--- src/rtl/mult_pkg.sv ---
// Shared types and width helpers for the sequential radix-2 signed multiplier.
// Optional early termination is selected with SEQ_MULT_EARLY_TERM_EN.
package mult_pkg;

   typedef enum logic [1:0] {
      IDLE = 2'd0,
      RUN  = 2'd1,
      DONE = 2'd2
   } seq_state_e;

   // Bit counter must hold indices 0..w-1.
   function automatic int cnt_width(input int w);
      return (w <= 2) ? 1 : $clog2(w);
   endfunction

   function automatic int prod_width(input int w);
      return 2 * w;
   endfunction

endpackage

--- src/rtl/seq_mult_ctrl_binary_pp.sv ---
// Binary partial-product generator: selects sign-extended y or zero.
// PIPE=0 is combinational; PIPE!=0 adds one register stage.
module binary_pp #(
   parameter int W    = 16,
   parameter int PIPE = 0
) (
   input  logic         clk,
   input  logic         rst_n,
   input  logic [W-1:0] y,
   input  logic         binary_bit,
   output logic [W:0]   pp
);

   logic [W:0] pp_c;

   assign pp_c = binary_bit ? {y[W-1], y} : '0;

   generate
      if (PIPE == 0) begin : g_comb
         assign pp = pp_c;
      end else begin : g_reg
         logic [W:0] pp_q;
         always_ff @(posedge clk or negedge rst_n) begin
            if (!rst_n) pp_q <= '0;
            else        pp_q <= pp_c;
         end
         assign pp = pp_q;
      end
   endgenerate

endmodule

--- src/rtl/seq_mult_ctrl.sv ---
// Iterative radix-2 signed multiplier sequencer, one multiplier bit per cycle.
// Define SEQ_MULT_EARLY_TERM_EN to stop once the remaining multiplier bits are 0.
module seq_mult_ctrl
   import mult_pkg::*;
#(
   parameter int W = 16
) (
   input  logic           clk,
   input  logic           rst_n,
   input  logic           in_valid,
   output logic           in_ready,
   input  logic [W-1:0]   in_x,
   input  logic [W-1:0]   in_y,
   output logic           out_valid,
   input  logic           out_ready,
   output logic [2*W-1:0] out_p,
   output logic           busy
);

   localparam int CW = cnt_width(W);
   localparam int PW = prod_width(W);

   seq_state_e state, state_nx;

   logic [CW-1:0] count;
   logic [W-1:0]  x_q, y_q;
   logic [PW-1:0] acc, acc_nx, pp_sh;
   logic [W:0]    pp;
   logic          accept, release_p, last, finish;

   assign accept    = in_valid & in_ready;
   assign release_p = out_valid & out_ready;
   assign last      = (count == CW'(W - 1));

`ifdef SEQ_MULT_EARLY_TERM_EN
   logic [W-1:0] rest;
   assign rest   = x_q >> count;
   assign finish = last | (rest[W-1:1] == '0);
`else
   assign finish = last;
`endif

   binary_pp #(
      .W    (W),
      .PIPE (0)
   ) u_pp (
      .clk        (clk),
      .rst_n      (rst_n),
      .y          (y_q),
      .binary_bit (x_q[count]),
      .pp         (pp)
   );

   // The MSB carries negative weight, so its partial product is subtracted.
   assign pp_sh  = {{(PW - W - 1){pp[W]}}, pp} << count;
   assign acc_nx = last ? (acc - pp_sh) : (acc + pp_sh);

   always_ff @(posedge clk or negedge rst_n) begin
      if (!rst_n) state <= IDLE;
      else        state <= state_nx;
   end

   always_comb begin
      state_nx = state;
      unique case (state)
         IDLE: if (accept)    state_nx = RUN;
         RUN:  if (finish)    state_nx = DONE;
         DONE: if (release_p) state_nx = IDLE;
         default:             state_nx = IDLE;
      endcase
   end

   always_comb begin
      in_ready  = 1'b0;
      out_valid = 1'b0;
      busy      = 1'b0;
      unique case (state)
         IDLE: in_ready = 1'b1;
         RUN:  busy = 1'b1;
         DONE: begin
            out_valid = 1'b1;
            busy      = 1'b1;
         end
         default: in_ready = 1'b0;
      endcase
   end

   always_ff @(posedge clk or negedge rst_n) begin
      if (!rst_n) begin
         x_q   <= '0;
         y_q   <= '0;
         acc   <= '0;
         count <= '0;
         out_p <= '0;
      end else if (accept) begin
         x_q   <= in_x;
         y_q   <= in_y;
         acc   <= '0;
         count <= '0;
      end else if (state == RUN) begin
         acc   <= acc_nx;
         count <= count + 1'b1;
         if (finish) out_p <= acc_nx;
      end
   end

endmodule

--- config.mk ---
export PLATFORM = sky130hd
export DESIGN_NAME = seq_mult_ctrl
export DESIGN_NICKNAME = d
export VERILOG_FILES = /design/src/rtl/mult_pkg.sv /design/src/rtl/seq_mult_ctrl_binary_pp.sv /design/src/rtl/seq_mult_ctrl.sv
export SDC_FILE = /design/constraint.sdc
export NUM_CORES = 1
export LEC_CHECK = 0
export ABC_CLOCK_PERIOD_IN_PS = 10700
export BUFFER_PORTS_ARGS = -buffer_cell sky130_fd_sc_hd__buf_2
export CORE_ASPECT_RATIO = 0.75
export CORE_MARGIN = 2
export CORE_UTILIZATION = 30
export CTS_CLUSTER_DIAMETER = 50
export CTS_CLUSTER_SIZE = 12
export DETAILED_ROUTE_END_ITERATION = 10
export PLACE_DENSITY = 0.45
export SLEW_MARGIN = 20
export SYNTH_ARGS = -nofsm -noshare
export SYNTH_HDL_FRONTEND = slang
export SYNTH_SLANG_ARGS = --single-unit
--- constraint.sdc ---
create_clock -name clk -period 10.7 [get_ports clk]
set_input_delay 3.21 -clock clk [delete_from_list [all_inputs] [get_ports clk]]
set_output_delay 3.21 -clock clk [all_outputs]
set_load 0.01 [all_outputs]
==> impl_metrics.py, run 1 <==
metrics = {
    "logic_synthesis": {
        "synthCells": 892,
        "synth_edf_count": 0,
        "ys.flop_type": "dfrtp_1",
        "synth_area_per_cell_sq_um": 8.84,
        "synth-async-reset-ratio": 1.00,
        "synth_seq_area_share": 0.324,
        "yosysWarnings": 0,
        "synth_fp_nets": 965,
        "synth_seq_cells": 102,
        "synth.distinct_cells": 83,
        "synthesis.area_sq_mm": 0.00788,
    },
    "placement": {
        "hpwl_mm": 17.2,
        "port_buffers": 70,
        "gp_congestion": 0.904,
    },
    "grt": {
        "gr-total-overflow": 0,
        "use_met2": 0.244,
        "use_met3": 0.0408,
        "grt_pass1_wl_mm": 37.1,
        "grt_antenna_before_repair": 0,
        "grt_pass1_vias": 6497,
        "grt.busiest_layer": "met1",
        "grtUsageTotal": 0.175,
        "grt_max_degree": 68,
        "grtUsageMet1": 0.266,
    },
    "sta": {
        "max_freq_mhz": 151,
        "relSlewSlack": 0.438,
        "hold_violations": 0,
        "rsz0062_at_grt": "no",
        "drv_slew": 0,
        "post-route-min-period_ps": 6640,
        "post-route-period-util": 0.620,
        "worstMarginPinSlew_ps": 819,
        "finalClockSkew_ps": 17.5,
        "setup_viol": 0,
        "setup_tns_ps": 0,
    },
    "floorplanning": {
        "top_level_ports": 71,
        "initial_utilization": 0.304,
        "die-height_um": 144,
        "design.core.area_sq_mm": 0.0259,
        "fp.dieArea_sq_mm": 0.0276,
        "rows": 51,
        "die_w_um": 191,
    },
    "worst_setup_path": {
        "required_ps": 10960,
        "crit_path_start": "count[3]",
        "setup.worst_path.class": "register to register",
        "crit_chain": "buf_4 -> nand2_1 -> o22ai_1 -> o21ai_4 -> or3_1 -> ha_1 -> a41oi_1 -> nor2_1 -> o21ai_0 -> xnor2_1 -> ha_1 -> a21oi_1 -> o21ai_0 -> a21oi_1 -> o211ai_1 -> a311oi_1 -> o21ai_0 -> a41oi_1 -> xnor2_1 -> mux2_2",
        "critical_path.startpoint_type": "register",
        "cp.arrival_ps": 6890,
        "rr_startpoint": "count[3]",
        "worstSetupEndpointType": "register",
        "crit_buf_inv": 1,
        "max_stage_delay_ps": 710,
        "reg2reg_depth": 20,
        "r2r_slack_ps": 4060,
        "crit_slowest_cell": "o22ai_1",
        "cp_max_fo": 42,
        "cp_common_cell": "o21ai_0",
        "path_delay_family": "compound AO/OA/AOI/OAI gates",
        "r2r_end": "out_p[30]",
    },
    "min_path": {
        "hold_path_end": "out_p[10]",
        "worstHoldStart": "out_p[10]",
        "min_path_type": "register to register",
        "hold_depth": 2,
    },
    "routing": {
        "viasPerCell": 5.27,
        "wl_per_cell_um": 17.8,
        "vias": 6789,
        "dr.pass1.iters": 5,
        "initialDrtViolationCount": 522,
        "drc_errors": 0,
        "routed_wl_mm": 23.0,
        "postRouteAntennaNets": 0,
    },
    "final_layout": {
        "num_antenna_cells": 0,
        "multi_input_area_sq_mm": 0.00501,
        "final_nets": 1013,
        "drive_gt1_frac": 0.170,
        "fill_cells": 2746,
        "syn_to_final_growth_pct": 12.3,
        "final-seq-area_sq_mm": 0.00255,
    },
    "clock_network": {
        "cts_buffers": 9,
        "cts_buffer_depth": 2,
        "clk_pin_slew_worst_paths_ps": 80,
        "holdBufCountCts": 0,
        "htree_levels": 3,
        "tritoncts": "yes",
        "cts-root-buf": "clkbuf_16",
        "cts_setup_buffers": 0,
        "clkLatencyLatePin_ps": 370,
        "cts_resized": 0,
        "cts_sinks": 102,
    },
    "run": {
        "max_cap_violations": 0,
    },
    "run_status": {
        "status": "finished clean",
    },
}
[routing by layer]
metal / part of all wire / vias to the layer above
met2: 0.40 / 177
met1: 0.53 / 3271
met3: 0.052 / 19
met5: 0 / -
li1: - / 3322
met4: 0.014 / 0
[cell type report]
cell class,instances,area share
flip-flops and latches,102,0.288
clock inverters,7,0.0114
multi-input cells,720,0.566
clock buffers,9,0.0254
inverters,26,0.0110
repair buffers,81,0.0492
well taps,344,0.0486
[cells by family (layout without fill, tap and decap cells)]
kind of cell | count (synthesis) | in the layout | synth area share
muxes | 94 | 94 | 0.139
AOI/OAI and AO/OA | 233 | 233 | 0.204
xor gates and xnor gates | 53 | 53 | 0.0589
buffers and inverters | 70 | 123 | 0.0416
DFF | 102 | 102 | 0.324
adders and majority gates | 37 | 37 | 0.0597
and+or+nand+nor | 303 | 303 | 0.173
[metrics by stage]
stage / instances / worst slack [ps] / util / hold WS [ps] / cell area (sq um)
after global placement: 1273 / 4240 / 0.329 / 462 / 8530
after global routing: 1289 / 3470 / 0.342 / 510 / 8850
final: 1289 / 4060 / 0.342 / 481 / 8850
after detailed placement: 1273 / 4200 / 0.329 / 466 / 8530
after CTS: 1289 / 4150 / 0.342 / 486 / 8850
after floorplan: 892 / 5540 / - / 445 / 7880
[sequential cells by signal (all words and copies together) (netlist names)]
| register | cells |
|---|---|
| acc | 32 |
| out_p | 32 |
| x_q | 16 |
| y_q | 16 |
| count | 4 |
| state | 2 |
[tightest hold or removal path, cell delays in order (launching register included)]
cell and delay, ps:
dfrtp_1 350, nand2_1 40, o21ai_0 60
[synth_stat cells, drive strengths merged (3+ instances only)]
cell | count | area share
a211oi | 13 | 0.014
a21boi | 3 | 0.0029
a21o | 13 | 0.012
a21oi | 47 | 0.030
a221o | 3 | 0.0038
a22oi | 5 | 0.0065
a31oi | 7 | 0.0056
a41oi | 4 | 0.0044
and2 | 9 | 0.0075
and3 | 9 | 0.0071
buf | 19 | 0.017
clkbuf | 25 | 0.012
dfrtp | 102 | 0.32
ha | 36 | 0.057
inv | 26 | 0.012
mux2 | 27 | 0.039
mux2i | 59 | 0.077
mux4 | 8 | 0.023
nand2 | 150 | 0.071
nand2b | 5 | 0.0040
nand3 | 15 | 0.011
nand4 | 4 | 0.0040
nor2 | 79 | 0.038
nor2b | 3 | 0.0024
nor3 | 10 | 0.0070
nor3b | 5 | 0.0062
o211ai | 5 | 0.0048
o21a | 12 | 0.013
o21ai | 55 | 0.038
o21bai | 5 | 0.0048
o221ai | 9 | 0.010
o22a | 6 | 0.0068
o22ai | 20 | 0.017
o31ai | 7 | 0.0079
or3 | 6 | 0.0048
xnor2 | 38 | 0.042
xor2 | 15 | 0.017
[how the worst max path moves through the flow]
stage                      to  slack, ps  cells past startpoint
detailed placement  out_p[30]       4200                     20
global route        out_p[30]       3470                     20
finish              out_p[30]       4060                     20
floorplan           out_p[30]       5540                     23
global placement    out_p[30]       4240                     20
CTS                 out_p[30]       4150                     20
[cell usage in the layout (no fill, tap or decap), types with 15 or more instances in the layout]
cell	count
o21ai_0	48
mux2_2	27
buf_2	69
nor2_1	78
nand2_1	150
xnor2_1	38
xor2_1	15
ha_1	35
inv_1	26
dfrtp_1	101
o22ai_1	19
mux2i_1	56
a21oi_1	47
Power of run 1 is left out: the tool's default activity adds up to more than one toggle a clock period on the data nets, which glitch-free logic cannot reach.
==> inputs of run 2 (changes only) <==
ABC_AREA = 1   (was not set)
ABC_CLOCK_PERIOD_IN_PS = 5600   (was 10700)
PLACE_DENSITY = 0.47   (was 0.45)
clock period = 5.6 ns   (was 10.7 ns; I/O delays follow)
==> run 2 against run 1 <==
Register-to-register slack worse by 3400 ps. First-iteration DRC count down 6.1%. Synthesized cell count up 24%. Clock skew down 1.9 ps. Wire length up 1.8%. Synthesized area down 2.3%. Worst setup slack worse by 3400 ps. Clock-buffer cell count up 1. Critical endpoint is now acc[31].
==> impl_metrics.py, run 2 <==
metrics = {
    "run_status": {
        "status": "finished clean",
    },
    "sta": {
        "post-route-min-period_ps": 4960,
        "max_freq_mhz": 202,
        "drv_slew": 0,
        "setup_viol": 0,
        "relSlewSlack": 0.509,
        "worstMarginPinSlew_ps": 736,
        "hold_violations": 0,
        "setup_tns_ps": 0,
        "finalClockSkew_ps": 15.7,
        "post-route-period-util": 0.886,
        "hold_slack_ps": 479,
        "rsz0062_at_grt": "no",
    },
    "final_layout": {
        "syn_to_final_growth_pct": 13.4,
        "layout_commonest_cell": "nand2_1",
        "stdcell_area_sq_mm": 0.00872,
        "fill_cells": 2717,
        "final_nets": 1236,
        "num_antenna_cells": 0,
        "drive_gt1_frac": 0.151,
        "most-common-layout-cells": "nand2_1 (376), nand3_1 (129), dfrtp_1 (101), inv_1 (90), buf_2 (69)",
        "reg_top3": "acc (32), out_p (32)",
        "final-seq-area_sq_mm": 0.00255,
        "multi_input_area_sq_mm": 0.00456,
    },
    "logic_synthesis": {
        "synth_area_per_cell_sq_um": 6.98,
        "synth_fp_nets": 1175,
        "synth_top_cell_area_share": 0.332,
        "yosysTopAreaCell": "dfrtp_1",
        "yosys-top-cells-area": "dfrtp_1 (33%), nand2_1 (18%), nand3_1 (8.4%)",
        "synth_seq_area_share": 0.332,
        "ys.flop_type": "dfrtp_1",
        "synth-async-reset-ratio": 1.00,
        "yosysWarnings": 0,
        "synth.distinct_cells": 46,
        "synth_edf_count": 0,
        "yosysMostFrequentCell": "nand2_1",
        "synthesis.area_sq_mm": 0.00770,
        "synthCells": 1102,
        "synth_commonest_cells": "nand2_1 (376), nand3_1 (129), dfrtp_1 (102)",
        "synth_seq_cells": 102,
    },
    "floorplanning": {
        "initial_utilization": 0.307,
        "fp.dieArea_sq_mm": 0.0270,
        "rows": 50,
        "top_level_ports": 71,
        "die-height_um": 143,
        "design.core.area_sq_mm": 0.0251,
        "die_w_um": 189,
    },
    "worst_setup_path": {
        "rr_startpoint": "count[0]",
        "cp.arrival_ps": 5270,
        "r2r_slack_ps": 640,
        "r2r_end": "acc[31]",
        "cp_max_fo": 23,
        "critical_path.startpoint_type": "register",
        "crit_slowest_cell": "dfrtp_2",
        "required_ps": 5910,
        "max_stage_delay_ps": 490,
        "worstSetupEndpointType": "register",
        "reg2reg_depth": 33,
        "setup.worst_path.class": "register to register",
    },
    "placement": {
        "port_buffers": 70,
        "placed_area_sq_mm": 0.00843,
        "hpwl_mm": 18.3,
        "gp_congestion": 0.914,
    },
    "clock_network": {
        "cts_buffers": 9,
        "cts_buffer_depth": 2,
        "cts-root-buf": "clkbuf_16",
        "clkLatencyLatePin_ps": 370,
        "clk_pin_slew_worst_paths_ps": 80,
        "htree_levels": 3,
        "tritoncts": "yes",
        "cts_resized": 0,
        "cts_setup_buffers": 0,
        "cts_sinks": 102,
        "holdBufCountCts": 0,
    },
    "routing": {
        "postRouteAntennaNets": 0,
        "dr.pass1.iters": 5,
        "vias": 7168,
        "routed_wl_mm": 23.4,
        "wl_per_cell_um": 15.5,
        "viasPerCell": 4.76,
        "drc_errors": 0,
        "initialDrtViolationCount": 490,
    },
    "min_path": {
        "min_path_type": "register to register",
        "hold_depth": 2,
        "hold_path_end": "out_p[10]",
        "worstHoldStart": "out_p[10]",
    },
    "grt": {
        "grt_pass1_wl_mm": 38.7,
        "gr-total-overflow": 0,
        "grt_antenna_before_repair": 0,
        "grt_pass1_vias": 6920,
        "grtUsageTotal": 0.183,
        "grt_max_degree": 50,
    },
    "run": {
        "max_cap_violations": 0,
    },
}
run 2: worst max-delay path, delay by kind of cell, from the launching register on:
kind	cells	cell delay [ps]
AND/OR/NAND/NOR	19	1830
AO/OA/AOI/OAI	6	1020
buffers and inverters	5	640
XOR/XNOR	2	520
flip-flops	1	490
adder cells (fa/ha/maj)	1	360
run 2: cell families after synthesis:
| kind of cell | after synthesis | synth area share |
|---|---|---|
| AO/OA/AOI/OAI | 145 | 0.106 |
| XOR/XNOR | 45 | 0.0512 |
| adder cells (fa/ha/maj) | 37 | 0.0611 |
| buffers and inverters | 140 | 0.0762 |
| flip-flops | 102 | 0.332 |
| AND/OR/NAND/NOR | 633 | 0.374 |
run 2: worst max path at each step:
stage / from / endpoint / slack (ps) / depth (start not counted)
5_1_grt: count[0] / acc[25] / 70 / 31
3_3_place_gp: count[0] / out_p[25] / 580 / 35
2_1_floorplan: count[0] / out_p[21] / 1410 / 34
3_5_place_dp: count[0] / out_p[25] / 440 / 35
4_1_cts: count[0] / out_p[25] / 420 / 35
6_report: count[0] / acc[31] / 640 / 33
run 2: cell type report:
type	count	share of cell area
Inverter	97	0.0420
Clock inverter	6	0.00731
Tap cell	338	0.0485
Timing Repair Buffer	93	0.0602
Sequential cell	102	0.293
Clock buffer	10	0.0262
Multi-Input combinational cell	860	0.523
run 2: through the flow:
step,cells,setup WS (ps),util
final,1506,639,0.348
after global routing,1506,66.5,0.348
after CTS,1506,416,0.348
after detailed placement,1490,443,0.336
after global placement,1490,577,0.336
after floorplan,1102,1410,-
run 2: metal layers:
metal	vias to the layer above	wire length, um	track usage
met5	-	0	0
met4	0	234	0.0358
met3	16	1190	0.0297
met2	160	8520	0.241
met1	3266	13400	0.301
li1	3726	-	-
Power of run 2 is left out for the same reason.
==> inputs of run 3 (changes only) <==
ABC_CLOCK_PERIOD_IN_PS = 4100   (was 5600)
clock period = 4.1 ns   (was 5.6 ns; I/O delays follow)
==> run 3 against run 2 <==
The flow now finishes with violations (setup timing). Sequential cell count unchanged. Hold slack worse by 0.68 ps. Core utilization up 13 points. Non-clock buffer count is 267 higher. Register-to-register slack got worse by 1100 ps. Clock skew fell by 1.7 ps. Clock-buffer cell count rose by 1. Highest routed layer unchanged.
==> impl_metrics.py, run 3 (synthesized netlist as in run 2, its figures left out) <==
metrics = {
    "run_status": {
        "status": "finished, violations left",
        "violations": "setup timing",
    },
    "sta": {
        "worstMarginPinSlew_ps": 725,
        "setup_viol": 34,
        "max_freq_mhz": 221,
        "relSlewSlack": 0.517,
        "drv_slew": 0,
        "finalClockSkew_ps": 14.0,
        "post-route-min-period_ps": 4530,
        "rsz0062_at_grt": "yes",
        "setup_ws_ps": -433,
        "hold_violations": 0,
        "post-route-period-util": 1.11,
    },
    "worst_setup_path": {
        "worstSetupEndpointType": "register",
        "cp_common_cell": "nand2_1",
        "crit_slowest_cell": "dfrtp_2",
        "crit_buf_inv": 6,
        "setup.worst_path.class": "register to register",
        "cp_max_fo": 8,
        "critical_path.startpoint_type": "register",
        "cp.arrival_ps": 4790,
        "required_ps": 4360,
        "max_stage_delay_ps": 450,
        "path_delay_family": "simple AND/OR/NAND/NOR gates",
    },
    "clock_network": {
        "htree_levels": 3,
        "tritoncts": "yes",
        "cts_buffers": 9,
        "cts-root-buf": "clkbuf_16",
        "clkLatencyLatePin_ps": 380,
        "holdBufCountCts": 0,
        "cts_sinks": 102,
        "clk_pin_slew_worst_paths_ps": 80,
        "cts_buffer_depth": 2,
    },
    "run": {
        "max_cap_violations": 0,
    },
    "floorplanning": {
        "design.core.area_sq_mm": 0.0251,
        "top_level_ports": 71,
        "die-height_um": 143,
        "rows": 50,
        "die_w_um": 189,
        "fp.dieArea_sq_mm": 0.0270,
        "initial_utilization": 0.307,
    },
    "grt": {
        "grt_antenna_before_repair": 0,
        "grtUsageTotal": 0.205,
        "grt_pass1_vias": 7973,
        "grt_max_degree": 53,
        "grt_pass1_wl_mm": 43.7,
        "gr-total-overflow": 0,
    },
    "final_layout": {
        "final_nets": 1503,
        "fill_cells": 2521,
        "drive_gt1_frac": 0.430,
        "final_cells": 1773,
        "syn_to_final_growth_pct": 55.0,
        "final-seq-area_sq_mm": 0.00255,
        "reg_top3": "acc (32), out_p (32)",
        "num_antenna_cells": 0,
        "layout_commonest_cell": "nand2_1",
        "most-common-layout-cells": "nand2_1 (324), buf_4 (264), dfrtp_1 (101), nand3_1 (93), inv_1 (82)",
        "multi_input_area_sq_mm": 0.00564,
        "stdcell_area_sq_mm": 0.0119,
    },
    "routing": {
        "initialDrtViolationCount": 533,
        "vias": 8286,
        "dr.pass1.iters": 5,
        "routed_wl_mm": 26.6,
        "wl_per_cell_um": 15.0,
        "viasPerCell": 4.67,
        "drc_errors": 0,
        "postRouteAntennaNets": 0,
    },
    "placement": {
        "placed_area_sq_mm": 0.0101,
        "dp_cells": 1716,
        "hpwl_mm": 19.8,
        "gp_congestion": 0.905,
        "port_buffers": 70,
    },
    "min_path": {
        "min_path_type": "register to register",
    },
}
[run 3: what timing repair did]
action | CTS | global route
buffers inserted | 28 | 18
resized for setup | 196 | 79
setup endpoints to repair | 40 | 47
pin swaps | 75 | 30
[run 3: worst reg2reg max path: cells and delay by family, from the launching register on]
family	cells	cell delay [ps]
buf+inv	6	740
simple gates	29	2360
flops	1	450
compound gates	2	400
xor+xnor	1	170
fa+ha+maj	1	290
[run 3: layout make-up]
class                      instances  area share
multi-input combinational        860       0.473
timing repair buffer             360       0.223
sequential                       102       0.214
tap                              338      0.0354
inverter                          97      0.0310
clock buffer                      11      0.0203
clock inverter                     5     0.00346
[run 3: final timing paths]
path	from	slack [ps]	to	cells after the start
min in group asynchronous	rst_n	900	x_q[0]	1
setup / recovery	count[0]	-430	out_p[28]	39
setup reg to reg	count[0]	-430	out_p[28]	39
hold / removal	out_p[25]	480	out_p[25]	2
hold reg to reg	out_p[25]	480	out_p[25]	2
max in group asynchronous	rst_n	2440	acc[13]	2
[run 3: per-layer routing]
metal	track usage	vias to the layer above	share of wire	wire length [um]
met4	0.0345	0	0.0075	198
met5	0	-	0	0
met1	0.334	3852	0.56	14800
met2	0.276	161	0.39	10200
met3	0.0364	11	0.048	1270
li1	-	4262	-	-
[run 3: stage by stage]
step,setup slack [ps],hold slack [ps],setup TNS [ps],utilization
2_1_floorplan,64.5,449,0,-
3_3_place_gp,-799,461,-14770,0.405
3_5_place_dp,-691,461,-15160,0.405
4_1_cts,-383,483,-6160,0.456
5_1_grt,-760,509,-19950,0.476
6_report,-433,478,-7570,0.476
Power of run 3 is left out for the same reason.
